==> src/rtl/flow_pkg.sv <==
// Shared definitions for the program-flow unit: op codes, FSM state encoding,
// status-register bit positions, trap causes and next-pc selector codes.
package flow_pkg;

   localparam logic [3:0] OP_TRAP = 4'd0;
   localparam logic [3:0] OP_NOP  = 4'd1;
   localparam logic [3:0] OP_JMP  = 4'd2;
   localparam logic [3:0] OP_JZ   = 4'd3;
   localparam logic [3:0] OP_JS   = 4'd4;
   localparam logic [3:0] OP_JZS  = 4'd5;
   localparam logic [3:0] OP_LSR  = 4'd6;
   localparam logic [3:0] OP_XSR  = 4'd7;

   localparam logic [1:0] ST_RUN   = 2'd0;
   localparam logic [1:0] ST_FLUSH = 2'd1;
   localparam logic [1:0] ST_TRAP  = 2'd2;

   localparam int SR_Z = 0;
   localparam int SR_S = 1;
   localparam int SR_C = 2;
   localparam int SR_T = 3;

   localparam logic [1:0] CAUSE_TRAP    = 2'd0;
   localparam logic [1:0] CAUSE_ILLEGAL = 2'd1;

   localparam logic [1:0] PC_HOLD = 2'd0;
   localparam logic [1:0] PC_INC  = 2'd1;
   localparam logic [1:0] PC_JMP  = 2'd2;
   localparam logic [1:0] PC_VEC  = 2'd3;

   // Ops that read or overwrite flags must wait until every in-flight ALU result has landed.
   function automatic logic needs_flags(input logic [3:0] op);
      logic r;
      case (op)
         OP_JZ, OP_JS, OP_JZS, OP_LSR, OP_XSR: r = 1'b1;
         default:                              r = 1'b0;
      endcase
      return r;
   endfunction

   function automatic logic jump_taken(input logic [3:0] op, input logic [3:0] sr);
      logic r;
      case (op)
         OP_JZ:   r = sr[SR_Z];
         OP_JS:   r = sr[SR_S];
         OP_JZS:  r = sr[SR_Z] | sr[SR_S];
         default: r = 1'b0;
      endcase
      return r;
   endfunction

endpackage

==> src/rtl/flow_pc_next.sv <==
// Combinational next-pc selection: hold, sequential increment, jump target or
// trap vector, with half-word mode confining the pc to the low half.
module flow_pc_next
   import flow_pkg::*;
#(
   parameter int                ADDR_W   = 20,
   parameter logic [ADDR_W-1:0] TRAP_VEC = 20'h00010
) (
   input  logic [ADDR_W-1:0] pc_i,
   input  logic [ADDR_W-1:0] target_i,
   input  logic              mode_i,
   input  logic [1:0]        sel_i,
   output logic [ADDR_W-1:0] pc_next_o
);

   localparam int HALF_W = ADDR_W / 2;

   logic [HALF_W-1:0] half_inc_s;

   assign half_inc_s = pc_i[HALF_W-1:0] + HALF_W'(1);

   // Half-word mode wraps within the low half and forces the upper half to zero.
   always_comb begin
      pc_next_o = pc_i;
      case (sel_i)
         PC_HOLD: pc_next_o = pc_i;
         PC_INC: begin
            if (mode_i) begin
               pc_next_o = pc_i + ADDR_W'(1);
            end else begin
               pc_next_o = {{(ADDR_W-HALF_W){1'b0}}, half_inc_s};
            end
         end
         PC_JMP: begin
            if (mode_i) begin
               pc_next_o = target_i;
            end else begin
               pc_next_o = {{(ADDR_W-HALF_W){1'b0}}, target_i[HALF_W-1:0]};
            end
         end
         PC_VEC:  pc_next_o = TRAP_VEC;
         default: pc_next_o = pc_i;
      endcase
   end

endmodule

==> src/rtl/flow_ctrl_unit.sv <==
// Program-flow unit: owns pc and status register, executes flow ops, tracks
// in-flight ALU ops and handles trap entry/acknowledge.
module flow_ctrl_unit
   import flow_pkg::*;
#(
   parameter int                ADDR_W   = 20,
   parameter logic [ADDR_W-1:0] RESET_PC = 20'h00000,
   parameter logic [ADDR_W-1:0] TRAP_VEC = 20'h00010,
   parameter int                PEND_MAX = 3
) (
   input  logic              clk,
   input  logic              rst_n,
   input  logic              op_valid,
   output logic              op_ready,
   input  logic [3:0]        op_code,
   input  logic              mode,
   input  logic [ADDR_W-1:0] target,
   input  logic [3:0]        imm_sr,
   input  logic              alu_issue,
   output logic              alu_issue_ready,
   input  logic              alu_flag_valid,
   input  logic              alu_zero,
   input  logic              alu_sign,
   input  logic              alu_carry,
   output logic [ADDR_W-1:0] pc,
   output logic [3:0]        status,
   output logic              flush,
   output logic              trap,
   input  logic              trap_ack,
   output logic [ADDR_W-1:0] epc,
   output logic [1:0]        trap_cause
);

   localparam int                PEND_W     = $clog2(PEND_MAX + 1);
   localparam logic [PEND_W-1:0] PEND_MAX_C = PEND_W'(PEND_MAX);

   logic [1:0]        state_q, state_d;
   logic [ADDR_W-1:0] pc_q, pc_d;
   logic [3:0]        status_q, status_d;
   logic [ADDR_W-1:0] epc_q, epc_d;
   logic [1:0]        cause_q, cause_d;
   logic [PEND_W-1:0] pend_q, pend_d;

   logic       accept_s;
   logic       op_ready_s;
   logic       set_t_s;
   logic [1:0] pc_sel_s;

   assign op_ready_s = (state_q == ST_RUN) &&
                       (!needs_flags(op_code) || (pend_q == {PEND_W{1'b0}}));
   assign accept_s   = op_valid && op_ready_s;

   flow_pc_next #(
      .ADDR_W   (ADDR_W),
      .TRAP_VEC (TRAP_VEC)
   ) u_pc_next (
      .pc_i      (pc_q),
      .target_i  (target),
      .mode_i    (mode),
      .sel_i     (pc_sel_s),
      .pc_next_o (pc_d)
   );

   // Flow FSM: decodes accepted ops into pc selection, state change and trap capture.
   always_comb begin
      state_d  = state_q;
      pc_sel_s = PC_HOLD;
      epc_d    = epc_q;
      cause_d  = cause_q;
      set_t_s  = 1'b0;
      case (state_q)
         ST_RUN: begin
            if (accept_s) begin
               case (op_code)
                  OP_NOP, OP_LSR, OP_XSR: pc_sel_s = PC_INC;
                  OP_JMP: begin
                     pc_sel_s = PC_JMP;
                     state_d  = ST_FLUSH;
                  end
                  OP_JZ, OP_JS, OP_JZS: begin
                     if (jump_taken(op_code, status_q)) begin
                        pc_sel_s = PC_JMP;
                        state_d  = ST_FLUSH;
                     end else begin
                        pc_sel_s = PC_INC;
                     end
                  end
                  OP_TRAP: begin
                     epc_d   = pc_q;
                     cause_d = CAUSE_TRAP;
                     set_t_s = 1'b1;
                     state_d = ST_TRAP;
                  end
                  default: begin
                     epc_d   = pc_q;
                     cause_d = CAUSE_ILLEGAL;
                     set_t_s = 1'b1;
                     state_d = ST_TRAP;
                  end
               endcase
            end else begin
               state_d = ST_RUN;
            end
         end
         ST_FLUSH: state_d = ST_RUN;
         ST_TRAP: begin
            if (trap_ack) begin
               pc_sel_s = PC_VEC;
               state_d  = ST_FLUSH;
            end else begin
               state_d = ST_TRAP;
            end
         end
         default: state_d = ST_RUN;
      endcase
   end

   // Status register: ALU flags land first, then an accepted LSR/XSR or trap entry applies on top.
   always_comb begin
      status_d = status_q;
      if (alu_flag_valid) begin
         status_d[SR_Z] = alu_zero;
         status_d[SR_S] = alu_sign;
         status_d[SR_C] = alu_carry;
      end else begin
         status_d = status_q;
      end
      if (accept_s && (op_code == OP_LSR)) begin
         status_d = imm_sr;
      end else if (accept_s && (op_code == OP_XSR)) begin
         status_d = status_d ^ imm_sr;
      end else if (set_t_s) begin
         status_d[SR_T] = 1'b1;
      end else begin
         status_d = status_d;
      end
   end

   // In-flight ALU op counter; saturates at both ends.
   always_comb begin
      pend_d = pend_q;
      case ({alu_issue, alu_flag_valid})
         2'b10: begin
            if (pend_q < PEND_MAX_C) begin
               pend_d = pend_q + PEND_W'(1);
            end else begin
               pend_d = pend_q;
            end
         end
         2'b01: begin
            if (pend_q != {PEND_W{1'b0}}) begin
               pend_d = pend_q - PEND_W'(1);
            end else begin
               pend_d = pend_q;
            end
         end
         default: pend_d = pend_q;
      endcase
   end

   // State registers with asynchronous reset.
   always_ff @(posedge clk or negedge rst_n) begin
      if (!rst_n) begin
         state_q  <= ST_RUN;
         pc_q     <= RESET_PC;
         status_q <= 4'b0000;
         epc_q    <= {ADDR_W{1'b0}};
         cause_q  <= CAUSE_TRAP;
         pend_q   <= {PEND_W{1'b0}};
      end else begin
         state_q  <= state_d;
         pc_q     <= pc_d;
         status_q <= status_d;
         epc_q    <= epc_d;
         cause_q  <= cause_d;
         pend_q   <= pend_d;
      end
   end

   assign op_ready        = op_ready_s;
   assign alu_issue_ready = (pend_q < PEND_MAX_C);
   assign pc              = pc_q;
   assign status          = status_q;
   assign flush           = (state_q == ST_FLUSH);
   assign trap            = (state_q == ST_TRAP);
   assign epc             = epc_q;
   assign trap_cause      = cause_q;

endmodule

==> config.mk <==
export PLATFORM = sky130hd
export DESIGN_NAME = flow_ctrl_unit
export DESIGN_NICKNAME = d
export VERILOG_FILES = /design/src/rtl/flow_pkg.sv /design/src/rtl/flow_pc_next.sv /design/src/rtl/flow_ctrl_unit.sv
export SDC_FILE = /design/constraint.sdc
export NUM_CORES = 1
export LEC_CHECK = 0
export ABC_CLOCK_PERIOD_IN_PS = 3000
export CAP_MARGIN = 20
export CORE_AREA = 5 5 158 84
export CTS_CLUSTER_DIAMETER = 100
export CTS_CLUSTER_SIZE = 14
export DETAILED_ROUTE_END_ITERATION = 7
export DIE_AREA = 0 0 163 89
export PLACE_DENSITY_LB_ADDON = 0.1
export SYNTH_ARGS = -nofsm -noshare
export SYNTH_HDL_FRONTEND = slang
export SYNTH_SLANG_ARGS = --single-unit
==> constraint.sdc <==
create_clock -name clk -period 3 [get_ports clk]
set_input_delay 0.75 -clock clk [delete_from_list [all_inputs] [get_ports clk]]
set_output_delay 0.75 -clock clk [all_outputs]
set_load 0.02 [all_outputs]
# == Yosys cells after proc, flatten, opt, wreduce, memory -nomap -nowiden ==
# Index checks and enable logic that the tools add are counted.
# word_totals
elab_cells,82
register_bits,50
out_inout_bits,50
in_bits,38
# classes
order_cmp,1
n_mux,29
addsub,4
n_reduce_logical,20
n_bitwise,3
eq_ne,18
# op_table
op,n
$pmux 20 s3,1
$mux 20,2
$add 20x1->20 const B,1
$eq 4x3->1 const B,4
$mux 2,8
$pmux 2 s2,4
$pmux 2 s3,2
$add 10x1->10 const B,1
$eq 2x2->1 const B,4
$eq 4x2->1 const B,2
$mux 1,8
$mux 4,2
$reduce_or 7->1,1
$eq 2x1->1 const B,3
$logic_not 2->1,3
$reduce_and 3->1,2
$reduce_or 3->1,2
$reduce_or 5->1,1
$eq 4x1->1 const B,1
$logic_and 1x1->1,4
$logic_not 4->1,1
$ne 2x2->1 const B,2
$ne 4x4->1 const B,1
$reduce_bool 2->1,2
13 further kinds,13

# == Depth between registers and ports, before layout ==
# logic_depth
depth_word,15
mapped_depth,8
mapped_depth_nobuf,6

# == Cells and area by module ==
# A second synthesis with hierarchy kept.
# unflattened
hier_cells,285
area_unflattened_um2,3021.6
# by_module_without_submodules
module,seq_area_each_um2,n_inst,area_each_um2,cells_per_inst
flow_ctrl_unit,1226.2,1,2005.7,137
flow_pc_next,0.0,1,1016.0,148

# == Least setup slack after synthesis ==
# OpenSTA, ideal clock, no wires.
# synth_timing
path_kind,input port to output port
from,input op_code[2]
to,output op_ready
stages,4
n_path_buf,1
path_slack_ns,0.519
required_time_ns,2.250
arrival_ns,1.731
path_cell_list,buf_4 > a21oi_1 > nor3_1 > nor3_1
# synth_between
elab_chain_cells,6
elab_cells_between_ends,10
cone_classes,eq/ne: 5; mux: 1; reduce/logical: 4
# synth_rtl
item,line_no,rtl
from (decl),flow_ctrl_unit.sv:15,"input logic [3:0] op_code,"
$eq 4x3->1 or $eq 4x2->1 (tied branches),flow_pkg.sv:34,case (op)
$reduce_or 5->1 (*),flow_pkg.sv:34,
$mux 1 (*),flow_pkg.sv:34,
$logic_not 1->1 (*),flow_ctrl_unit.sv:50,(!needs_flags(op_code) || (pend_q == {PEND_W{1'b0}}));
$logic_or 1x1->1 (*),flow_ctrl_unit.sv:50,
$logic_and 1x1->1 (*),flow_ctrl_unit.sv:49,assign op_ready_s = (state_q == ST_RUN) &&
to (decl),flow_ctrl_unit.sv:14,"output logic op_ready,"
# Mark *: on every way between the ends. The rest lies on a longest branch, timed or not.

# == Worst setup path in the final report ==
# layout_timing
from,input op_code[1]
to,output op_ready
# The elaborated chain is that of the path after synthesis.

==> impl_results.md <==
* Status: finished clean
* Synth cell count leaders: 49 x dfrtp_1, 28 x nand2_1, 24 x o21ai_0
* Worst-Skew Late Latency at approximately 0.29 ns
* H-tree level count at 2
* Tcrit/Tclk final at 95.2%
* Antenna viol nets, final at 0
* WP data arrival at between 2 and 2.5 ns
* Switching power at around 1.3 mW
* Post-Syn Area at approximately 0.0029 mm²
* Post-cts hold buffer count at 0
* Number of placement rows at 28
* Sw Share at approximately 39%
* Worst EP required at between 2 and 2.5 ns
* Die Ht at between 80 and 90 µm
* Root Buffer: clkbuf_16
* Final GP Congestion at ~0.77
* Crit path launch type: input pin
* Die X at 163 µm
* Vias in the first global route at around 2.7k
* Max clock buf depth at 2
* Vias per inst at slightly below 5
* Internal at roughly 2 mW
* Final setup fails at 0
* Pwr dens at 796 mW/mm²
* Clock group share of total power at 17.3%
* CTS tree: yes
* WHS at between 0.4 and 0.5 ns
* TritonCTS buffer count at 5
* Fin area at just over 0.004 mm²
* Most frequent cell after synthesis: dfrtp_1
* Fmax at about 350 MHz
* CP max-delay cell: clkdlybuf4s50_1
* Crit-path max FO at 2
* Worst Tran Pin Value at 0.690 ns
* Final wirelength at 9150 µm
* Setup CP Type: in2out
* Most used cell, CP: nor3_1
* Normalized max-slew margin at 54.0%
* Cell variety after synth at 61
* Final WS setup at 0.145 ns
* I/O pin cnt at 88
* Post-synth top area share at about 43%
* CP max stage delay at about 0.43 ns
* Fin. Hold Viols at 0
* Clk_skew at around 0.0065 ns
* Sequential share of the synthesized area at 42.7%
* Ys Warns at 0
* Sequential Power Share at between 30% and 40%
* Avg Cell Area, Syn at roughly 9.6 µm²
* Main flop type after synthesis: dfrtp_1
* # fillers at 1198
* Synth-to-Final Area Change at 42.5%
* Cell accounting for the most synthesized area: dfrtp_1
* Die Area at between 0.01 and 0.015 mm²
* Total GRT Usage at about an eighth
* First-pass GRT wire length at 14400 µm
* Combinational share of power at ~47%
* RSZ-0062 raised after global routing: false
* Fraction of registers with async set/reset at 100%
* Input/output buffers at 86
* Min-Delay Path Class: reg2reg
* Synth Instances at 300
* Total setup buffers inserted after CTS at 0
* Antenna violations before repair at 0
* Global route overflow at 0
* Pwr Total at between 3 and 4 mW
* Clk pin slew, worst setup/hold paths at 0.07 ns
* Sink Count at 49
* WL/cell at ~16 µm
* Starting density of the core at 24.7%
* Max Slew Vio Count at 0
* Largest net degree at the start of global routing at 50
* Max Cap Viol at 0
* Final #Nets at approximately 430
* Ranking of synthesized cells by area: dfrtp_1 43%, mux2_2 7.1%, o21ai_0 4.2%
* Worst slack at placement at -0.157 ns
* Final min period at 2.85 ns
* Synthesis-stage register bit count at 49
* Max VDD drop at approximately 300 µV
* Syn nets at approximately 340
* P_leak at 1.61 nW
* Share of layout cells above drive strength 1 at between 10% and 20%
* Post-DP Area at ~0.0040 mm²
* Ant diodes at 0
* Placed wire-length estimate at approximately 7000 µm
* Drt pass-1 iters at 5
* Placeable Area at roughly 0.012 mm²
* DR vias at 2687
* Worst-path cell chain: clkdlybuf4s50_1 > a21oi_1 > nor3_1 > nor3_1 > dlygate4sd2_1
* Starting DRT DRC Count at 213
* Residual DRC at 0
* Post-synth EDFFs at 0
* CP Capture Type: output port
cell type report:
| type | instances | area, µm² | area share, % |
|---|---|---|---|
| Multi-Input combinational cell | 217 | 1470 | 36.0 |
| Sequential cell | 49 | 1230 | 29.9 |
| Clock buffer | 6 | 129 | 3.15 |
| Tap cell | 165 | 206 | 5.04 |
| Clock inverter | 2 | 10.0 | 0.244 |
| Timing Repair Buffer | 105 | 1010 | 24.6 |
| Inverter | 11 | 41.3 | 1.01 |
routing by layer:
metal	vias to the layer above	routed length, µm	GRT usage (%)
li1	1295	-	-
met1	1284	4460	17.5
met2	99	4070	19.9
met3	9	542	3.18
met4	0	85	2.89
met5	-	0	0
worst max-delay path, delay by kind of cell:
family | cells | cell delay [ns]
compound gates | 1 | 0.21
buf+inv | 2 | 0.81
simple gates | 2 | 0.33
power groups by stage:
stage	registers [mW]	clock network (mW)	logic [mW]
floorplan	1.42	0	0.517
global placement	1.18	0	1.53
detailed placement	1.19	0	1.54
CTS	1.18	0.590	1.55
global route	1.22	0.614	1.64
finish	1.17	0.565	1.52
registers in the layout, summed over array words and instances, names as in the netlist:
register    flops
status          4
state_q         2
pc             20
pend_q          2
trap_cause      1
epc            20
metrics by stage:
stage	std cells	utilization [%]	TNS (ns)
6_report	555	35.2	0
2_1_floorplan	300	-	0
3_3_place_gp	547	34.0	-0.143
4_1_cts	555	35.2	0
5_1_grt	555	35.2	0
3_5_place_dp	547	34.0	-0.157
logic make-up after synthesis:
kind of cell / count (synthesis) / share of synthesized area [%]
AOI/OAI and AO/OA: 94 / 21.8
and+or+nand+nor: 94 / 18.9
DFF: 49 / 42.7
buffers and inverters: 34 / 6.18
muxes: 20 / 7.75
xor gates and xnor gates: 7 / 2.13
adders and majority gates: 1 / 0.435
other: 1 / 0.130
worst paths after layout:
| kind | start | end | slack, ns | cells after the start |
|---|---|---|---|---|
| setup / recovery | op_code[1] | op_ready | 0.15 | 5 |
| hold / removal | epc[19] | epc[19] | 0.48 | 2 |
| setup reg to reg | pc[2] | pc[19] | 0.58 | 5 |
| hold reg to reg | epc[19] | epc[19] | 0.48 | 2 |
| max in group asynchronous | rst_n | pc[11] | 1.96 | 2 |
| min in group asynchronous | rst_n | epc[2] | 0.58 | 2 |
layout by cell type, fill, tap and decap left out, types with 11 or more instances in the layout:
cell type,netlist,final
clkdlybuf4s50_1,0,84
dfrtp_1,49,49
nand2_1,28,28
o21ai_0,24,24
a21oi_1,19,19
mux2_2,18,18
buf_4,2,18
nand3_1,15,15
inv_1,11,11
what timing repair did:
| action | in CTS | in global routing |
|---|---|---|
| resized for setup | 1 | 0 |
| setup endpoints to repair | 1 | 0 |
| hold endpoints to repair | 0 | 0 |
(Power assumes the default switching activity.)
